### src/rtl/sys_cmd_ctrl.sv
// rtl/sys_cmd_ctrl.sv - frame-command controller: UART RX frames to regfile/ALU, results to TX FIFO
// Optional CMD_ERR_RESP_EN: every error also pushes a 0xE0 byte to the TX FIFO via ERR_SEND.
module sys_cmd_ctrl #(
  parameter int DATA_W      = 8,
  parameter int ADDR_W      = 4,
  parameter int ALU_OUT_W   = 16,
  parameter int TIMEOUT_CYC = 1023
) (
  input  logic                 CLK,
  input  logic                 RST,
  input  logic                 RX_ENABLE,
  input  logic [DATA_W-1:0]    RX_P_DATA,
  input  logic [DATA_W-1:0]    Rd_Data,
  input  logic                 Rd_Data_Valid,
  input  logic [ALU_OUT_W-1:0] ALU_OUT,
  input  logic                 ALU_Valid,
  input  logic                 FIFO_FULL,
  output logic                 Wr_En,
  output logic                 Rd_En,
  output logic [ADDR_W-1:0]    Address,
  output logic [DATA_W-1:0]    Wr_Data,
  output logic                 ALU_EN,
  output logic [3:0]           ALU_FUN,
  output logic                 CLK_EN,
  output logic                 TX_D_VLD,
  output logic [DATA_W-1:0]    TX_P_DATA,
  output logic                 cmd_err,
  output logic                 busy
);

  localparam int NBYTES = ALU_OUT_W / DATA_W;
  localparam int NB_W   = (NBYTES > 1) ? $clog2(NBYTES) : 1;
  localparam int WD_W   = (TIMEOUT_CYC > 1) ? $clog2(TIMEOUT_CYC + 1) : 1;
  localparam bit WD_ON  = (TIMEOUT_CYC > 0);
  localparam logic [WD_W-1:0]   WD_LAST  = WD_W'((TIMEOUT_CYC > 0) ? TIMEOUT_CYC - 1 : 0);
  localparam logic [NB_W-1:0]   NB_LAST  = NB_W'(NBYTES - 1);
  localparam logic [DATA_W:0]   BEAT_ONE = {{DATA_W{1'b0}}, 1'b1};
  localparam logic [DATA_W-1:0] OP_WR    = DATA_W'(8'hAA);
  localparam logic [DATA_W-1:0] OP_RD    = DATA_W'(8'hBB);
  localparam logic [DATA_W-1:0] OP_ALU   = DATA_W'(8'hCC);
  localparam logic [DATA_W-1:0] OP_NOP   = DATA_W'(8'hDD);
  localparam logic [DATA_W-1:0] OP_BWR   = DATA_W'(8'hEE);
  localparam logic [DATA_W-1:0] OP_BRD   = DATA_W'(8'hFF);
`ifdef CMD_ERR_RESP_EN
  localparam logic [DATA_W-1:0] ERR_BYTE = DATA_W'(8'hE0);
`endif

  typedef enum logic [3:0] {
    IDLE, GET_ADDR, GET_CNT, WR_DATA, RD_REQ, RD_WAIT, RD_SEND,
    OP_A, OP_B, FUN, ALU_WAIT, ALU_SEND, ERR_SEND
  } state_t;

  state_t                state, state_n;
  logic [ADDR_W-1:0]     addr_q, addr_n;
  logic [DATA_W:0]       beats_q, beats_n;
  logic [DATA_W-1:0]     hold_q, hold_n;
  logic [ALU_OUT_W-1:0]  alu_q, alu_n;
  logic [NB_W-1:0]       left_q, left_n;
  logic [WD_W-1:0]       wd_q, wd_n;
  logic                  rd_op_q, rd_op_n, burst_q, burst_n;
  logic                  wr_en_n, rd_en_n, alu_en_n, clk_en_n, tx_vld_n, err_n, busy_n;
  logic [ADDR_W-1:0]     address_n;
  logic [DATA_W-1:0]     wr_data_n, tx_data_n;
  logic [3:0]            alu_fun_n;
  logic                  rx_take, err_route, progress;

  always_ff @(posedge CLK or negedge RST) begin
    if (!RST) begin
      state     <= IDLE;
      addr_q    <= '0;
      beats_q   <= '0;
      hold_q    <= '0;
      alu_q     <= '0;
      left_q    <= '0;
      wd_q      <= '0;
      rd_op_q   <= 1'b0;
      burst_q   <= 1'b0;
      Wr_En     <= 1'b0;
      Rd_En     <= 1'b0;
      Address   <= '0;
      Wr_Data   <= '0;
      ALU_EN    <= 1'b0;
      ALU_FUN   <= '0;
      CLK_EN    <= 1'b0;
      TX_D_VLD  <= 1'b0;
      TX_P_DATA <= '0;
      cmd_err   <= 1'b0;
      busy      <= 1'b0;
    end else begin
      state     <= state_n;
      addr_q    <= addr_n;
      beats_q   <= beats_n;
      hold_q    <= hold_n;
      alu_q     <= alu_n;
      left_q    <= left_n;
      wd_q      <= wd_n;
      rd_op_q   <= rd_op_n;
      burst_q   <= burst_n;
      Wr_En     <= wr_en_n;
      Rd_En     <= rd_en_n;
      Address   <= address_n;
      Wr_Data   <= wr_data_n;
      ALU_EN    <= alu_en_n;
      ALU_FUN   <= alu_fun_n;
      CLK_EN    <= clk_en_n;
      TX_D_VLD  <= tx_vld_n;
      TX_P_DATA <= tx_data_n;
      cmd_err   <= err_n;
      busy      <= busy_n;
    end
  end

  always_comb begin
    state_n   = state;
    addr_n    = addr_q;
    beats_n   = beats_q;
    hold_n    = hold_q;
    alu_n     = alu_q;
    left_n    = left_q;
    rd_op_n   = rd_op_q;
    burst_n   = burst_q;
    wr_en_n   = 1'b0;
    rd_en_n   = 1'b0;
    alu_en_n  = 1'b0;
    tx_vld_n  = 1'b0;
    err_n     = 1'b0;
    address_n = Address;
    wr_data_n = Wr_Data;
    alu_fun_n = ALU_FUN;
    clk_en_n  = CLK_EN;
    tx_data_n = TX_P_DATA;
    rx_take   = 1'b0;
    err_route = 1'b0;

    case (state)
      IDLE: begin
        clk_en_n = 1'b0;
        if (RX_ENABLE) begin
          rx_take = 1'b1;
          case (RX_P_DATA)
            OP_WR:   begin state_n = GET_ADDR; rd_op_n = 1'b0; burst_n = 1'b0; end
            OP_RD:   begin state_n = GET_ADDR; rd_op_n = 1'b1; burst_n = 1'b0; end
            OP_BWR:  begin state_n = GET_ADDR; rd_op_n = 1'b0; burst_n = 1'b1; end
            OP_BRD:  begin state_n = GET_ADDR; rd_op_n = 1'b1; burst_n = 1'b1; end
            OP_ALU:  state_n = OP_A;
            OP_NOP:  begin state_n = FUN; clk_en_n = 1'b1; end
            default: err_route = 1'b1;
          endcase
        end
      end
      GET_ADDR: if (RX_ENABLE) begin
        rx_take = 1'b1;
        addr_n  = RX_P_DATA[ADDR_W-1:0];
        if (burst_q) begin
          state_n = GET_CNT;
        end else begin
          beats_n = BEAT_ONE;
          state_n = rd_op_q ? RD_REQ : WR_DATA;
        end
      end
      GET_CNT: if (RX_ENABLE) begin
        rx_take = 1'b1;
        beats_n = {1'b0, RX_P_DATA} + BEAT_ONE;
        state_n = rd_op_q ? RD_REQ : WR_DATA;
      end
      WR_DATA: if (RX_ENABLE) begin
        rx_take   = 1'b1;
        wr_en_n   = 1'b1;
        address_n = addr_q;
        wr_data_n = RX_P_DATA;
        addr_n    = addr_q + ADDR_W'(1);
        if (beats_q == BEAT_ONE) state_n = IDLE;
        else                     beats_n = beats_q - BEAT_ONE;
      end
      RD_REQ: begin
        rd_en_n   = 1'b1;
        address_n = addr_q;
        state_n   = RD_WAIT;
      end
      RD_WAIT: if (Rd_Data_Valid) begin
        hold_n  = Rd_Data;
        state_n = RD_SEND;
      end
      RD_SEND: if (!FIFO_FULL) begin
        tx_vld_n  = 1'b1;
        tx_data_n = hold_q;
        if (beats_q == BEAT_ONE) begin
          state_n = IDLE;
        end else begin
          beats_n = beats_q - BEAT_ONE;
          addr_n  = addr_q + ADDR_W'(1);
          state_n = RD_REQ;
        end
      end
      OP_A: if (RX_ENABLE) begin
        rx_take   = 1'b1;
        wr_en_n   = 1'b1;
        address_n = '0;
        wr_data_n = RX_P_DATA;
        state_n   = OP_B;
      end
      OP_B: if (RX_ENABLE) begin
        rx_take   = 1'b1;
        wr_en_n   = 1'b1;
        address_n = ADDR_W'(1);
        wr_data_n = RX_P_DATA;
        clk_en_n  = 1'b1;
        state_n   = FUN;
      end
      FUN: if (RX_ENABLE) begin
        rx_take   = 1'b1;
        alu_en_n  = 1'b1;
        alu_fun_n = RX_P_DATA[3:0];
        state_n   = ALU_WAIT;
      end
      ALU_WAIT: if (ALU_Valid) begin
        alu_n   = ALU_OUT;
        left_n  = NB_LAST;
        state_n = ALU_SEND;
      end
      // Result leaves LSB first; CLK_EN falls in IDLE, one cycle after the last byte.
      ALU_SEND: if (!FIFO_FULL) begin
        tx_vld_n  = 1'b1;
        tx_data_n = alu_q[DATA_W-1:0];
        alu_n     = alu_q >> DATA_W;
        if (left_q == '0) state_n = IDLE;
        else              left_n  = left_q - NB_W'(1);
      end
`ifdef CMD_ERR_RESP_EN
      ERR_SEND: if (!FIFO_FULL) begin
        tx_vld_n  = 1'b1;
        tx_data_n = ERR_BYTE;
        state_n   = IDLE;
      end
`endif
      default: state_n = IDLE;
    endcase

    // Every RX-waiting state consumes its byte, so anything left untaken is a stray byte.
    if (RX_ENABLE && !rx_take && state != IDLE) err_route = 1'b1;

    if (err_route) begin
      err_n = 1'b1;
`ifdef CMD_ERR_RESP_EN
      state_n  = ERR_SEND;
      clk_en_n = 1'b0;
      wr_en_n  = 1'b0;
      rd_en_n  = 1'b0;
      alu_en_n = 1'b0;
      tx_vld_n = 1'b0;
`endif
    end

    progress = rx_take || (state_n != state);
    wd_n     = (state == IDLE || progress) ? '0 : wd_q + WD_W'(1);

    if (WD_ON && state != IDLE && !progress && wd_q == WD_LAST) begin
      state_n  = IDLE;
`ifdef CMD_ERR_RESP_EN
      if (state != ERR_SEND) state_n = ERR_SEND;
`endif
      wd_n     = '0;
      err_n    = 1'b1;
      clk_en_n = 1'b0;
      wr_en_n  = 1'b0;
      rd_en_n  = 1'b0;
      alu_en_n = 1'b0;
      tx_vld_n = 1'b0;
    end

    busy_n = (state_n != IDLE);
  end

endmodule

### config.mk
export PLATFORM = sky130hd
export DESIGN_NAME = sys_cmd_ctrl
export DESIGN_NICKNAME = d
export VERILOG_FILES = /design/src/rtl/sys_cmd_ctrl.sv
export SDC_FILE = /design/constraint.sdc
export NUM_CORES = 1
export LEC_CHECK = 0
export ABC_AREA = 1
export CAP_MARGIN = 30
export CORE_MARGIN = 1
export CORE_UTILIZATION = 25
export CTS_CLUSTER_SIZE = 25
export DETAILED_ROUTE_END_ITERATION = 8
export MAX_ROUTING_LAYER = met4
export RECOVER_POWER = 100
export SLEW_MARGIN = 30
export SYNTH_ARGS = -nofsm -noshare
export SYNTH_HDL_FRONTEND = slang
export SYNTH_SLANG_ARGS = --single-unit
### constraint.sdc
create_clock -name CLK -period 4.5 [get_ports CLK]
set_input_delay 0.675 -clock CLK [delete_from_list [all_inputs] [get_ports CLK]]
set_output_delay 0.675 -clock CLK [all_outputs]
set_load 0.01 [all_outputs]
==> impl_metrics.env, run 1 <==
export IMPL_place_congestion=0.8716
export IMPL_dp_hpwl_um=8472
export IMPL_synth_area_leader_cell="dfrtp_1"
export IMPL_wl_per_cell_um=12.93
export IMPL_cts_root_buffer_cell="clkbuf_16"
export IMPL_use_met2=0.2092
export IMPL_cts_max_level=3
export IMPL_first_iter_violations=236
export IMPL_cts_setup_buffers=0
export IMPL_synth_nets=625
export IMPL_cts_tree="built"
export IMPL_drt_drc_violations_left=0
export IMPL_startpoint_type="input port"
export IMPL_outcome="finished with violations"
export IMPL_yosysWarnings=0
export IMPL_row_count=48
export IMPL_synth_main_ff_cell="dfrtp_1"
export IMPL_die_w_um=136.2
export IMPL_leakage_nw=2.644
export IMPL_synth_top_area_share=0.4724
export IMPL_drive_above_1_share=0.05061
export IMPL_clock_skew_ns=0.01133
export IMPL_netlist_area_um2=4503
export IMPL_critPathKind="in2reg"
export IMPL_die_area_um2=18550
export IMPL_post_cts_resized=0
export IMPL_yosysSeqAreaShare=0.4724
export IMPL_port_buffers=68
export IMPL_violations="capacitance limit, slew limit"
export IMPL_grt_max_degree=59
export IMPL_via_per_inst=4.546
export IMPL_ys_async_sr_fraction=1.000
export IMPL_die_h_um=136.2
export IMPL_area_growth_pct=26.01
export IMPL_clock_latency_ns=0.35
export IMPL_fmax_ghz=0.3217
export IMPL_hold_violations=0
export IMPL_gr_usage_met3=0.02722
export IMPL_synthTopCellsByArea="dfrtp_1, nand2_1, o21ai_0"
export IMPL_cts_sinks=85
export IMPL_slew_violations=29
export IMPL_finalNetCount=694
export IMPL_cp_arrival_ns=3.38
export IMPL_vdd_ir_drop_max_uv=243.8
export IMPL_wirelength_um=11340
export IMPL_slew_headroom=-0.05284
export IMPL_cts_hold_buf=0
export IMPL_cp_required_ns=4.77
export IMPL_fin_crit_sh=0.6909
export IMPL_antenna_found_initial=0
export IMPL_setup_viol=0
export IMPL_antennaDiodeCount=0
export IMPL_clockBufferDepth=2
export IMPL_min_period_ns=3.109
export IMPL_synthCells=578
export IMPL_initial_utilization=0.2585
export IMPL_grt_pass1_vias=3951
export IMPL_syn_avg_cell_area_um2=7.791
export IMPL_io_pins=69
export IMPL_vias=3987
export IMPL_tightest_slew_ns=1.579
export IMPL_grt_overflow_total=0
export IMPL_synth_enable_flop_cells=0
export IMPL_finalSetupTns_ns=0
export IMPL_final_core_util=0.3258
export IMPL_cap_violations=1
export IMPL_use_met1=0.1757
export IMPL_synth_seq_cells=85
export IMPL_synth_distinct_cells=40
export IMPL_grt_setup_unrepaired="false"
export IMPL_power_density_nw_per_um2=624.2
export IMPL_hold_class="in2async"
export IMPL_core_area_um2=17420
export IMPL_n_fill_cell=1860
export IMPL_grt_pass1_wl_um=19170
export IMPL_clk_pin_slew_ns=0.07
export IMPL_path_max_fanout=11
export IMPL_grtUsageTotal=0.1360
export IMPL_endpoint_kind="register"
export IMPL_numCtsBuffers=9
export IMPL_rrSetupSlack_ns=1.49
export IMPL_grt_busiest_layer="met2"
export IMPL_ant_nets=0
export IMPL_drtPass1Iterations=5
[cell families (layout without fill, tap and decap cells)]
family,after synthesis,in the layout,synth area share
adder cells (fa/ha/maj),9,9,0.02501
buffers and inverters,86,160,0.07391
flip-flops,85,85,0.4724
AO/OA/AOI/OAI,108,108,0.1331
AND/OR/NAND/NOR,280,280,0.2762
XOR/XNOR,10,10,0.01945
[worst paths after layout]
path	from	endpoint	depth (start not counted)
setup / recovery	RX_ENABLE	wd_q[0]	13
hold / removal	RST	hold_q[6]	1
setup reg to reg	state[3]	alu_q[8]	9
hold reg to reg	hold_q[7]	hold_q[7]	2
max in group asynchronous	RST	beats_q[4]	2
min in group CLK	hold_q[7]	hold_q[7]	2
[placed cells by master (no fill, tap or decap), types with 2 or more instances in the layout]
| cell type | n |
|---|---|
| a21oi_1 | 19 |
| a31oi_1 | 11 |
| buf_4 | 2 |
| clkbuf_16 | 9 |
| clkbuf_8 | 2 |
| clkdlybuf4s50_1 | 35 |
| clkinvlp_4 | 3 |
| dfrtp_1 | 85 |
| dlygate4sd3_1 | 32 |
| ha_1 | 9 |
| inv_1 | 70 |
| inv_2 | 3 |
| inv_6 | 2 |
| nand2_1 | 150 |
| nand2_2 | 2 |
| nand3_1 | 44 |
| nand3b_1 | 2 |
| nand4_1 | 6 |
| nor2_1 | 58 |
| nor2_2 | 2 |
| nor2_4 | 3 |
| nor3_1 | 8 |
| o21ai_0 | 64 |
| o22ai_1 | 2 |
| o31ai_1 | 2 |
| xnor2_1 | 3 |
| xor2_1 | 7 |
[registers in the layout, summed over array words and instances (netlist names), 8 cells and up]
signal,cells
TX_P_DATA,8
beats_q,9
hold_q,8
alu_q,16
wd_q,10
Wr_Data,8
[metrics by stage]
step / hold WS, ns / power, mW / setup WS [ns] / cell area, um2 / instances
3_3_place_gp: 0.4647 / 2.917 / 1.408 / 5423 / 861
2_1_floorplan: 0.3794 / 2.341 / 2.439 / 4503 / 578
5_1_grt: 0.4487 / 3.865 / 1.075 / 5674 / 877
3_5_place_dp: 0.4660 / 2.931 / 1.316 / 5430 / 861
6_report: 0.3788 / 3.542 / 1.391 / 5674 / 877
4_1_cts: 0.4157 / 3.685 / 1.654 / 5723 / 877
[final cells by class]
| class | instances | area [um2] | share of cell area |
|---|---|---|---|
| Clock buffer | 11 | 252.7 | 0.04454 |
| Clock inverter | 5 | 40.04 | 0.007056 |
| Inverter | 74 | 277.8 | 0.04895 |
| Multi-Input combinational cell | 407 | 2006 | 0.3535 |
| Sequential cell | 85 | 2127 | 0.3749 |
| Tap cell | 225 | 281.5 | 0.04961 |
| Timing Repair Buffer | 70 | 689.4 | 0.1215 |
[critical path, stage by stage]
cell,delay [ns]
dlygate4sd3_1,0.80
clkinv_1,0.39
nand3_1,0.25
nand2_1,0.07
inv_1,0.05
nand2_1,0.05
nor2_2,0.09
nand3_1,0.13
nand2_1,0.10
nand2_2,0.04
nor2_1,0.18
nand3b_1,0.34
nor2_1,0.20
[cell usage after synthesis (2+ instances only)]
cell type	number
a21oi_1	19
a31oi_1	11
buf_2	5
clkbuf_1	6
dfrtp_1	85
ha_1	9
inv_1	65
inv_2	8
nand2_1	148
nand2_2	4
nand3_1	43
nand3_2	2
nand4_1	6
nor2_1	53
nor2_2	6
nor2_4	4
nor3_1	7
nor3_2	2
o21ai_0	64
o22ai_1	2
o31ai_1	2
xnor2_1	3
xor2_1	7
[per-layer routing]
metal  vias up  share of wire
met4         0          0.016
met3        15          0.041
met5         -              0
li1       2021              -
met1      1862           0.48
met2        89           0.46
[where the power goes]
group,switching [mW],internal (mW),leakage [nW],total (mW)
registers,0.197,1.08,1.07,1.28
logic,0.932,0.598,1.44,1.53
clock network,0.328,0.408,0.135,0.736
No activity file was read; power rests on OpenSTA's default activity.
==> run 2, diff against run 1 <==
- clock period: 4.5 -> 2.8 ns (I/O delays scaled with it)
==> impl_metrics.env, run 2 (synthesized netlist as in run 1, its figures left out) <==
export IMPL_io_pins=69
export IMPL_initial_utilization=0.2585
export IMPL_cp_top_family="simple AND/OR/NAND/NOR gates"
export IMPL_post_cts_resized=0
export IMPL_dr_wl_met2_um=5191
export IMPL_outcome="complete, no violations"
export IMPL_p_comb_frac=0.433
export IMPL_ant_nets=0
export IMPL_core_area_um2=17420
export IMPL_switching_share=0.4067
export IMPL_vias=3985
export IMPL_die_h_um=136.2
export IMPL_antenna_found_initial=0
export IMPL_mostFrequentLayoutCell="nand2_1"
export IMPL_port_buffers=68
export IMPL_place_congestion=0.8781
export IMPL_path_cells="dlygate4sd3_1 -> inv_1 -> ha_1 -> nand3_1 -> o21ai_0 -> nand2_1 -> nand2_1 -> nand2_1 -> nand3_1 -> nand2_1 -> nand2_1 -> nor2_4 -> nand3_2 -> o21ai_0 -> nand2_1"
export IMPL_cts_setup_buffers=0
export IMPL_finalSetupTns_ns=0
export IMPL_wl_met1_um=5397
export IMPL_path_buf_inv=2
export IMPL_cp_common_cell="nand2_1"
export IMPL_cp_required_ns=3.03
export IMPL_setup_viol=0
export IMPL_power_density_nw_per_um2=1012
export IMPL_die_area_um2=18550
export IMPL_wirelength_um=11330
export IMPL_grt_setup_unrepaired="false"
export IMPL_grtUsageTotal=0.1360
export IMPL_grt_pass1_wl_um=19090
export IMPL_path_max_fanout=8
export IMPL_drive_above_1_share=0.06193
export IMPL_row_count=48
export IMPL_n_fill_cell=1895
export IMPL_cts_max_level=3
export IMPL_endpoint_kind="register"
export IMPL_area_growth_pct=27.59
export IMPL_cts_sinks=85
export IMPL_grt_pass1_vias=3891
export IMPL_startpoint_type="input port"
export IMPL_numCtsBuffers=9
export IMPL_clockPowerShare=0.214
export IMPL_largest_reg_flops=16
export IMPL_clk_pin_slew_ns=0.07
export IMPL_cp_arrival_ns=2.65
export IMPL_fin_crit_sh=0.8643
export IMPL_largest_register="alu_q"
export IMPL_clock_skew_ns=0.01138
export IMPL_slew_headroom=0.1890
export IMPL_hold_class="in2async"
export IMPL_die_w_um=136.2
export IMPL_final_cell_mix="nand2_1, dfrtp_1, inv_1"
export IMPL_slowest_stage="dlygate4sd3_1"
export IMPL_drt_drc_violations_left=0
export IMPL_hold_violations=0
export IMPL_p_sw_mw=2.365
export IMPL_min_period_ns=2.420
export IMPL_max_stage_delay_ns=0.66
export IMPL_cts_tree="built"
export IMPL_p_seq_frac=0.353
export IMPL_tightest_slew_ns=1.216
export IMPL_antennaDiodeCount=0
export IMPL_grt_overflow_total=0
export IMPL_p_int_mw=3.450
export IMPL_slew_violations=0
export IMPL_critPathKind="in2reg"
export IMPL_routed_top_layer="met4"
export IMPL_dp_hpwl_um=8494
export IMPL_clockBufferDepth=2
export IMPL_first_iter_violations=202
export IMPL_clock_latency_ns=0.35
export IMPL_finalNetCount=704
export IMPL_route_met3_wl_um=604
export IMPL_via_per_inst=4.493
export IMPL_leakage_nw=2.689
export IMPL_cts_root_buffer_cell="clkbuf_16"
export IMPL_vdd_ir_drop_max_uv=433.9
export IMPL_rrSetupSlack_ns=0.43
export IMPL_drtPass1Iterations=5
export IMPL_reg_largest_list="alu_q x16, wd_q x10, beats_q x9"
export IMPL_fmax_ghz=0.4132
export IMPL_wl_per_cell_um=12.78
export IMPL_cts_hold_buf=0
export IMPL_fin_total_pwr_mw=5.814
export IMPL_cap_violations=0
export IMPL_grt_max_degree=47
==> run 2: cell count changes in the layout (fill, tap and decap cells not counted), moves of 2 or more <==
| cell | delta |
|---|---|
| inv_2 | +2 |
| clkbuf_1 | +6 |
| buf_4 | +3 |
| inv_1 | -2 |
==> run 2: worst paths after layout <==
path                               from    endpoint  cells after the start
max in group asynchronous           RST  Address[0]                      2
hold reg to reg              Wr_Data[1]  Wr_Data[1]                      2
hold / removal                      RST   hold_q[6]                      1
min in group CLK             Wr_Data[1]  Wr_Data[1]                      2
setup reg to reg               state[3]        busy                      9
setup / recovery           RX_P_DATA[0]        busy                     15
==> run 2: routing by layer <==
metal	vias up	track usage
met3	14	0.03095
met5	-	-
met1	1823	0.1735
met2	106	0.2118
li1	2042	-
met4	0	0.04444
==> run 2: power by group through the flow <==
| stage | clock (mW) | combinational (mW) | sequential (mW) |
|---|---|---|---|
| 2_1_floorplan | 0 | 1.66 | 2.11 |
| 3_3_place_gp | 0 | 2.62 | 2.09 |
| 3_5_place_dp | 0 | 2.66 | 2.09 |
| 4_1_cts | 1.27 | 2.67 | 2.08 |
| 5_1_grt | 1.32 | 2.88 | 2.13 |
| 6_report | 1.24 | 2.52 | 2.06 |
==> run 2: layout make-up <==
class	instances	area, um2	area share
clock inverters	5	58.81	0.01024
flip-flops and latches	85	2127	0.3702
inverters	74	277.8	0.04834
well taps	225	281.5	0.04900
repair buffers	80	743.2	0.1294
multi-input cells	407	2014	0.3506
clock buffers	11	242.7	0.04225
==> run 2: metrics by stage <==
step	instance area, um2	std cells	util	hold slack [ns]	setup slack [ns]
3_3_place_gp	5498	871	0.3157	0.4639	0.1602
3_5_place_dp	5498	871	0.3157	0.4660	0.08480
6_report	5746	887	0.3299	0.3026	0.3798
4_1_cts	5799	887	0.3330	0.1105	0.4518
5_1_grt	5746	887	0.3299	0.4115	0.09371
2_1_floorplan	4503	578	-	0.1244	0.9447
